`src/rtl/fwft_frame_unpacker_pkg.sv`:
```
// Shared helpers for the FWFT frame unpacker: the segment-index width function and the FSM state type.
package fwft_frame_unpacker_pkg;

  typedef enum logic {
    EMPTY = 1'b0,
    SERVE = 1'b1
  } state_t;

  // Ceiling log2; clog2(1) = 0.
  function automatic int clog2(input int n);
    int r;
    r = 0;
    while ((1 << r) < n) begin
      r = r + 1;
    end
    return r;
  endfunction

endpackage

```
`src/rtl/fwft_frame_unpacker.sv`:
```
// Pops FWFT words and streams them out LSB-segment first; pop-to-valid is 1 cycle and there are no bubbles at word edges.
// A stall (M_VALID & ~M_READY) freezes the beat and blocks pops. FWFT_UNPACK_STATS_EN adds the frame/word counters.
module fwft_frame_unpacker
  import fwft_frame_unpacker_pkg::*;
#(
  parameter int  IN_WIDTH  = 320,
  parameter int  OUT_WIDTH = 64,
  localparam int RATIO     = IN_WIDTH / OUT_WIDTH,
  localparam int SEG_BITS  = clog2(RATIO + 1)
) (
  input  logic                 CLK,
  input  logic                 RST,
  input  logic [IN_WIDTH-1:0]  FIFO_DATA,
  input  logic                 FIFO_LAST,
  input  logic [SEG_BITS-1:0]  FIFO_NSEG,
  input  logic                 FIFO_EMPTY,
  output logic                 FIFO_RD_EN,
  output logic [OUT_WIDTH-1:0] M_DATA,
  output logic                 M_VALID,
  input  logic                 M_READY,
  output logic                 M_LAST,
  output logic                 ERR_NSEG,
  output logic [31:0]          FRAME_CNT,
  output logic [31:0]          WORD_CNT
);

  localparam logic [SEG_BITS-1:0] RATIO_S = SEG_BITS'(RATIO);

  state_t              state;
  state_t              state_nxt;
  logic [IN_WIDTH-1:0] hold_word;
  logic [SEG_BITS-1:0] seg_idx;
  logic [SEG_BITS-1:0] seg_end;
  logic                last_word;
  logic                err_pulse;

  logic                valid;
  logic                acc;
  logic                eow;
  logic                pop;
  logic                nseg_ok;
  logic [SEG_BITS-1:0] nseg_eff;

  assign valid    = (state == SERVE);
  assign acc      = valid & M_READY;
  assign eow      = (seg_idx == (seg_end - SEG_BITS'(1)));
  // Refilling in the cycle the last segment is accepted keeps the stream gap-free.
  assign pop      = ~RST & ~FIFO_EMPTY & (~valid | (acc & eow));
  assign nseg_ok  = (FIFO_NSEG != '0) && (FIFO_NSEG <= RATIO_S);
  assign nseg_eff = nseg_ok ? FIFO_NSEG : RATIO_S;

  always_ff @(posedge CLK) begin
    if (RST) begin
      state <= EMPTY;
    end else begin
      state <= state_nxt;
    end
  end

  always_comb begin
    state_nxt = state;
    if (pop) begin
      state_nxt = SERVE;
    end else if (acc && eow) begin
      state_nxt = EMPTY;
    end
  end

  always_ff @(posedge CLK) begin
    if (RST) begin
      hold_word <= '0;
      seg_idx   <= '0;
      seg_end   <= RATIO_S;
      last_word <= 1'b0;
      err_pulse <= 1'b0;
    end else begin
      err_pulse <= pop & FIFO_LAST & ~nseg_ok;
      if (pop) begin
        hold_word <= FIFO_DATA;
        seg_idx   <= '0;
        last_word <= FIFO_LAST;
        seg_end   <= FIFO_LAST ? nseg_eff : RATIO_S;
      end else if (acc && !eow) begin
        seg_idx <= seg_idx + SEG_BITS'(1);
      end
    end
  end

  always_comb begin
    M_DATA = '0;
    for (int i = 0; i < RATIO; i++) begin
      if (seg_idx == SEG_BITS'(i)) begin
        M_DATA = hold_word[i*OUT_WIDTH +: OUT_WIDTH];
      end
    end
  end

  assign FIFO_RD_EN = pop;
  assign M_VALID    = valid;
  assign M_LAST     = valid & last_word & eow;
  assign ERR_NSEG   = err_pulse;

`ifdef FWFT_UNPACK_STATS_EN
  logic [31:0] frame_cnt;
  logic [31:0] word_cnt;

  always_ff @(posedge CLK) begin
    if (RST) begin
      frame_cnt <= '0;
      word_cnt  <= '0;
    end else begin
      if (pop) begin
        word_cnt <= word_cnt + 32'd1;
      end
      if (acc && M_LAST) begin
        frame_cnt <= frame_cnt + 32'd1;
      end
    end
  end

  assign FRAME_CNT = frame_cnt;
  assign WORD_CNT  = word_cnt;
`else
  assign FRAME_CNT = '0;
  assign WORD_CNT  = '0;
`endif

endmodule
```
`config.mk`:
```
export PLATFORM = sky130hd
export DESIGN_NAME = fwft_frame_unpacker
export DESIGN_NICKNAME = d
export VERILOG_FILES = /design/src/rtl/fwft_frame_unpacker_pkg.sv /design/src/rtl/fwft_frame_unpacker.sv
export SDC_FILE = /design/constraint.sdc
export NUM_CORES = 1
export LEC_CHECK = 0
export ABC_AREA = 1
export CAP_MARGIN = 30
export CORE_ASPECT_RATIO = 0.9
export CORE_MARGIN = 2
export CORE_UTILIZATION = 28
export DETAILED_ROUTE_END_ITERATION = 12
export PLACE_DENSITY = 0.53
export RECOVER_POWER = 50
export SLEW_MARGIN = 20
export SYNTH_ARGS = -nofsm -noshare
export SYNTH_HDL_FRONTEND = slang
export SYNTH_SLANG_ARGS = --single-unit
export TNS_END_PERCENT = 30
```
`constraint.sdc`:
```
create_clock -name CLK -period 2.2 [get_ports CLK]
set_input_delay 0.22 -clock CLK [delete_from_list [all_inputs] [get_ports CLK]]
set_output_delay 0.22 -clock CLK [all_outputs]
set_load 0.1 [all_outputs]
```
Yosys cells after proc, flatten, opt, wreduce, memory -nomap -nowiden. Index checks and enable logic that the tools add are counted.

Word-level logic and storage cells: 44. Bits of input ports: 328. Bits in registers: 329. Output and inout port bits: 132.

Add/sub/neg operators: 2. Magnitude comparators: 1. Bitwise gates (word level): 13. Mux-type cells: 9. Eq/ne operators: 5. Reductions and logical operators: 8.

Operators with widths (number): two-way mux 64 bit (5); bitwise AND 1 bit (8); == test 3 x 2 -> 1 bit, second input constant (2); two-way mux 3 bit (2); NOT 1 bit (4); adder 3 x 1 -> 3 bit, second input constant (1); == test 3 x 1 -> 1 bit, second input constant (1); == test 3 bit (1); == test 3 bit, second input constant (1); less-or-equal comparator 3 bit, second input constant (1); logical AND 1 bit (3); logical NOT 3 bit (1); nonzero test 3 bit (1); subtractor 3 x 1 -> 3 bit, second input constant (1); two-way mux 1 bit (2); nonzero test 2 bit (1); OR reduction 2 bit (1); logical NOT 1 bit (1); OR 1 bit (1).

Longest topological paths before layout. Gate-level depths: netlist of the first run.

Depth after elaboration: 7. Mapped depth: 15. Depth with buffers taken out: 13.

Least setup slack after synthesis of the first run. Ideal clock, no wire load.

Path kind: register to output. Start: register seg_idx[1]. End: output port M_DATA[10]. Path buffers: 2. Data required time: 1.980 ns. Setup slack: -0.968 ns. Arrival: 2.948 ns. Stages on the path, launching flop included: 10. Path through: dfxtp_1 -> inv_2 -> ha_1 -> inv_1 -> clkbuf_1 -> buf_1 -> nand3_1 -> nand3_1 -> o211ai_1 -> a21oi_1.

Longest elaborated chain between the ends: 6. Elaborated cells between the ends (all ways): 10. Those cells by class: eq/ne (4); mux (5); reduce/logical (1).

Ends and longest elaborated chain: start: declaration (line fwft_frame_unpacker.sv:32) `logic [SEG_BITS-1:0] seg_idx;`; start signal: assignment (line fwft_frame_unpacker.sv:84) `seg_idx <= seg_idx + SEG_BITS'(1);`; logical NOT 3 bit (line fwft_frame_unpacker.sv:92) `if (seg_idx == SEG_BITS'(i)) begin`; two-way mux 64 bit (4 in a row) (line fwft_frame_unpacker.sv:92); two-way mux 64 bit * (line fwft_frame_unpacker.sv:92); end: declaration (line fwft_frame_unpacker.sv:18) `output logic [OUT_WIDTH-1:0] M_DATA,`.

Mark *: on every way between the ends. The rest lies on a longest branch, timed or not.

Worst setup path in the final report of the first run.
Start: register seg_idx[0]. End: output port M_DATA[62].

Same word-level chain as after synthesis.

==> reports/metrics.cfg, run 1 <==
[final_layout]
layout-drive-gt1-share_pct=14.0
mostFrequentLayoutCells=nand3_1, nand2_1, dfxtp_1, clkdlybuf4s50_1, buf_12
fin_area_um2=23800
fin_nets=2885
layout.cells.most_common=nand3_1
synthToLayoutAreaGrowth_pct=53.1

[sta]
finalClockSkew_ns=0.0223
max_slew_margin_pct=56.2
fmax_mhz=384
final-setup-viol-count=93
postLayoutSetupSlackWorst_ns=-0.407
period_share_pct=118
hold_slack_ns=0.225
period_needed_ns=2.61
tightest_slew_ns=0.658
finalHoldViolCount=0
rsz0062_at_grt=true
slew_viol_final=0

[die]
coreArea_um2=54600
die_area_um2=57500
die_h_um=228
start_util_pct=28.5
die_width_um=252
ios=460
rows=81

[placement]
dpl.hpwl_mm=40.3
place_congestion=0.820
port_buffers=395
place_area_um2=21700

[yosys]
syn_area_um2=15600
yosysWarnings=0
synthesis.instances=2215
ys_seq_elements=329
ys_types=19
ys_seq_area_share_pct=42.3
avgSynthCellArea_um2=7.02

[worst_setup_path]
end_kind=primary output
crit_top_cell=buf_12
critical-path-slowest-cell=dfxtp_4
arrival_ns=2.39
max_stage_delay_ns=0.37
timing.reg2reg.setup_slack_ns=-0.04
crit_chain=inv_4 > ha_4 > inv_2 > nor2_4 > buf_12 > buf_12 > nand3_1 > nand3_1 > o211ai_1 > a21oi_4 > buf_12
crit_required_ns=1.98
start_kind=flip-flop
crit_fanout=6
worstSetupPathType=reg2out

[drt]
routed_via_density=5.00
routed-via-count=16400
drt_pass1_iterations=5
wl_mm=62.8
drc=0
wl_per_cell_um=19.1
ant_nets=0
dr.first_iter.drc_count=1061

[global_route]
grt_start_max_net_pins=133
grt_pass1_vias=15900
grt_pass1_wl_mm=91.7
antenna_found_initial=11
grt-ovfl-total=0
groute.usage.overall_pct=20.6

[clocking]
cts_root_buf=clkbuf_16
cts_sinks=329
clockBufferDepth=3
holdBufCountCts=0
cts_buffers=40
htree_levels=2
insertion_delay_ns=0.56
cts_tree=yes
clk_pin_slew_ns=0.06

[pwr]
total_power_uw=17700
cellLeakagePower_uw=0.0108
power.density_nw_per_um2=743
ir_worst_vdd_mv=0.499

[run_status]
status=complete, but fails checks
violations=negative setup slack

[worst_hold_path]
min_path_type=in2reg

[job]
cap_violations=0

-- synthesized netlist by cell type (all sizes together) --
library cell	n	area (um2)
nand3	779	3900
nand2	542	2030
dfxtp	329	6590
buf	168	1150
clkbuf	99	372
inv	83	312
nor2	74	285
a21oi	65	325
o211ai	64	480
ha	6	75.1
nand3b	2	15.0
o21ai	2	10.0
conb	1	3.75
nand4	1	6.26
-- layout make-up --
class                           instances  area [um2]
Clock buffer                           62        1180
Sequential cell                       329        6590
Tap cell                              705         882
Timing Repair Buffer                  498        6320
Clock inverter                         10        85.1
Antenna cell                            7        17.5
Fill cell                            5455       30800
Multi-Input combinational cell       1599        8400
Inverter                               83         344
-- worst max-delay path, delay by kind of cell (launching register included) --
kind                       cells  cell delay (ns)
buffers and inverters          5             0.63
DFF                            1             0.37
and+or+nand+nor                3             0.37
AOI/OAI and AO/OA              2             0.33
adders and majority gates      1             0.13
-- routing by layer --
layer / track usage (%) / wire (um)
met1: 26.6 / 27400
met2: 34.4 / 29500
met3: 4.44 / 4310
met4: 6.32 / 1500
met5: 0 / 94
-- state kept, by name, summed over array words and instances, names as in the netlist --
register	flops
ERR_NSEG	1
M_VALID	1
hold_word	320
last_word	1
seg_end	3
seg_idx	3
-- path summary, 6_finish.rpt --
check                               startpoint        endpoint  cells past startpoint
worst max register to register      seg_end[0]   hold_word[89]                     12
worst min register to register  hold_word[310]  hold_word[310]                      2
worst min-delay path            FIFO_DATA[233]  hold_word[233]                      3
worst max-delay path                seg_idx[0]      M_DATA[62]                     11
-- kinds of logic (layout without fill, tap and decap cells) --
kind of cell	count (synthesis)	in the layout	share of synthesized area, %
flip-flops	329	329	42.3
AND/OR/NAND/NOR	1398	1398	40.1
AO/OA/AOI/OAI	131	131	5.24
buffers and inverters	350	653	11.8
other	1	71	0.0241
adder cells (fa/ha/maj)	6	6	0.483
-- through the flow --
stage,setup WS [ns],std cells,setup TNS (ns),util [%]
after floorplan,-0.200,2278,-1.63,-
final,-0.407,3293,-23.59,43.6
after detailed placement,0.0704,3187,0,39.7
after global placement,0.0815,3187,0,39.7
after CTS,-0.472,3278,-26.47,43.0
after global routing,-0.508,3288,-76.13,43.6
-- power by group --
part	internal [uW]	switching, uW
registers	6410	245
clock network	3820	2640
logic	1770	2830
-- timing repair --
action | 4_1_cts | 5_1_grt
pin swaps | 17 | 23
gates cloned | 9 | 7
setup endpoints to repair | 66 | 69
setup buffers | 10 | 3
resized for setup | 60 | 46
No activity file was read; power rests on OpenSTA's default activity.
==> run 2, diff against run 1 <==
--- a/config.mk
+++ b/config.mk
@@ -11,7 +11,7 @@
 export CORE_MARGIN = 2
 export CORE_UTILIZATION = 28
 export DETAILED_ROUTE_END_ITERATION = 12
-export PLACE_DENSITY = 0.53
+export PLACE_DENSITY_LB_ADDON = 0.3
 export RECOVER_POWER = 50
 export SLEW_MARGIN = 20
 export SYNTH_ARGS = -nofsm -noshare
==> reports/metrics.cfg, run 2 (synthesis gave the netlist of run 1 again) <==
[final_layout]
final_cells=3285  ; was 3,293
layout-drive-gt1-share_pct=13.4  ; was 14.0%
layout.cells.most_common=nand3_1  ; unchanged
synthToLayoutAreaGrowth_pct=52.3  ; was 53.1%
reg.largest.list=hold_word x320, seg_end x3, seg_idx x3  ; unchanged
fillers=5385  ; was 5,455
utilization_pct=43.4  ; was 43.6%
multi_input_area_um2=8280  ; was 8400 um2
mostFrequentLayoutCells=nand3_1, nand2_1, clkdlybuf4s50_1  ; was nand3_1, nand2_1, dfxtp_1, clkdlybuf4s50_1, buf_12
top_register=hold_word  ; unchanged
largest_register_ff_count=320  ; unchanged
seq_area_um2=6600  ; was 6590 um2
fin_nets=2884  ; was 2,885

[sta]
final-setup-viol-count=67  ; was 93
tightest_slew_ns=0.586  ; was 0.658 ns
slew_viol_final=0  ; unchanged
rsz0062_at_grt=true  ; unchanged
period_needed_ns=2.63  ; was 2.61 ns
fmax_mhz=381  ; was 384 MHz
period_share_pct=119  ; was 118%
max_slew_margin_pct=61.1  ; was 56.2%
finalClockSkew_ns=0.0132  ; was 0.0223 ns
postLayoutSetupSlackWorst_ns=-0.425  ; was -0.407 ns
finalHoldViolCount=0  ; unchanged

[die]
ios=460  ; unchanged
die_width_um=252  ; unchanged
start_util_pct=28.5  ; unchanged
rows=81  ; unchanged
die_area_um2=57500  ; unchanged
coreArea_um2=54600  ; unchanged
die_h_um=228  ; unchanged

[clocking]
cts_tree=yes  ; unchanged
cts_buffers=38  ; was 40
clockBufferDepth=3  ; unchanged
clk_pin_slew_ns=0.06  ; about the same
cts_sinks=329  ; unchanged
htree_levels=2  ; unchanged
cts_root_buf=clkbuf_16  ; unchanged
insertion_delay_ns=0.55  ; was 0.56 ns
holdBufCountCts=0  ; unchanged

[run_status]
violations=negative setup slack  ; unchanged
status=complete, but fails checks  ; unchanged

[worst_hold_path]
min_path_type=in2reg  ; unchanged
hold_depth=3  ; unchanged

[global_route]
grt_start_max_net_pins=96  ; was 133
grt_pass1_wl_mm=88.4  ; was 91.7 mm
grt_pass1_vias=15700  ; was 15.9k
grt-ovfl-total=0  ; unchanged
groute.usage.overall_pct=19.4  ; was 20.6%
antenna_found_initial=9  ; was 11

[drt]
drt_pass1_iterations=7  ; was 5
routed-via-count=16400  ; about the same
dr.first_iter.drc_count=1112  ; was 1,061
drc=0  ; unchanged
ant_nets=0  ; unchanged
routed_via_density=4.99  ; was 5.00
wl_per_cell_um=18.5  ; was 19.1 um
wl_met1_mm=26.1  ; was 27.4 mm
wl_mm=60.9  ; was 62.8 mm
wl_met2_mm=28.8  ; was 29.5 mm
highest-signal-layer=met5  ; unchanged
dr_wl_met3_mm=4.60  ; was 4.31 mm

[worst_setup_path]
worst-path-stages=9  ; was 11
crit_required_ns=1.98  ; about the same
crit_top_cell=buf_4  ; was buf_12
rr_worst_depth=12  ; unchanged
max_stage_delay_ns=0.37  ; about the same
critical-path-slowest-cell=dfxtp_4  ; unchanged
cp.buffers_inverters=4  ; was 5
end_kind=primary output  ; unchanged
crit_chain=buf_4 > ha_1 > nand2_4 > buf_4 > buf_16 > nand3_2 > o211ai_1 > a21oi_4 > buf_12  ; was inv_4 > ha_4 > inv_2 > nor2_4 > buf_12 > buf_12 > nand3_1 > nand3_1 > o211ai_1 > a21oi_4 > buf_12
crit_family=buffers and inverters  ; unchanged
start_kind=flip-flop  ; unchanged
crit_fanout=27  ; was 6
arrival_ns=2.41  ; was 2.39 ns
worstSetupPathType=reg2out  ; unchanged

[pwr]
ir_worst_vdd_mv=0.480  ; was 0.499 mV
power.density_nw_per_um2=756  ; was 743 nW/um2
cellLeakagePower_uw=0.0108  ; about the same

[placement]
dpl.hpwl_mm=38.7  ; was 40.3 mm
dp_cells=3175  ; was 3,187
port_buffers=395  ; unchanged
place_congestion=0.798  ; was 0.820

[job]
cap_violations=0  ; unchanged

## run 2: changes by cell type in the layout (fill, tap and decap cells not counted), moves of 8 or more
cell and delta:
clkbuf_1 -8, nand2_1 +11, nand2_2 -9, nand3_1 +13, nand3_2 -9
## run 2: area by class of cell
type / count / area share (%)
antenna: 1 / 0.0106
clock buffer: 58 / 5.11
clock inverter: 11 / 0.560
inverter: 83 / 1.43
multi-input combinational: 1599 / 34.9
sequential: 329 / 27.8
tap: 705 / 3.72
timing repair buffer: 499 / 26.4
## run 2: path summary, 6_finish.rpt
kind | start | end | slack, ns
setup / recovery | seg_idx[1] | M_DATA[17] | -0.43
hold / removal | FIFO_DATA[216] | hold_word[216] | 0.23
setup reg to reg | seg_end[0] | hold_word[79] | -0.03
hold reg to reg | hold_word[136] | hold_word[136] | 0.46
## run 2: through the flow
stage | worst slack, ns | area (um2) | hold slack (ns) | total power, uW | TNS, ns
after floorplan | -0.200 | 16500 | 0.289 | 9500 | -1.63
after global placement | 0.0617 | 21400 | 0.451 | 11100 | 0
after detailed placement | 0.0520 | 21400 | 0.455 | 11100 | 0
after CTS | -0.456 | 23100 | 0.198 | 18000 | -25.97
after global routing | -0.522 | 23700 | 0.226 | 18600 | -54.80
final | -0.425 | 23700 | 0.232 | 17900 | -24.34
## run 2: worst register-to-register path: cells and delay by family, from the launching register on
kind | cells | cell delay [ns]
buffers and inverters | 4 | 0.66
AND/OR/NAND/NOR | 7 | 0.83
adder cells (fa/ha/maj) | 1 | 0.31
flip-flops | 1 | 0.35
## run 2: where the power goes
group	leakage, uW	internal [uW]	switching [uW]
Combinational	0.00738	1720	2780
Sequential	0.00271	6410	245
Clock	0.000667	4140	2620
## run 2: timing repair
item / CTS / global route
resized for setup: 23 / 45
endpoints found under the hold margin: 0 / 0
setup endpoints to repair: 66 / 87
pin swaps: 12 / 30
setup buffers: 11 / 12
gates cloned: 6 / 12
## run 2: layer usage
layer / GRT usage (%) / vias to the layer above
met4: 5.71 / 14
li1: - / 7973
met5: 0 / -
met3: 4.44 / 101
met2: 32.5 / 597
met1: 25.0 / 7692
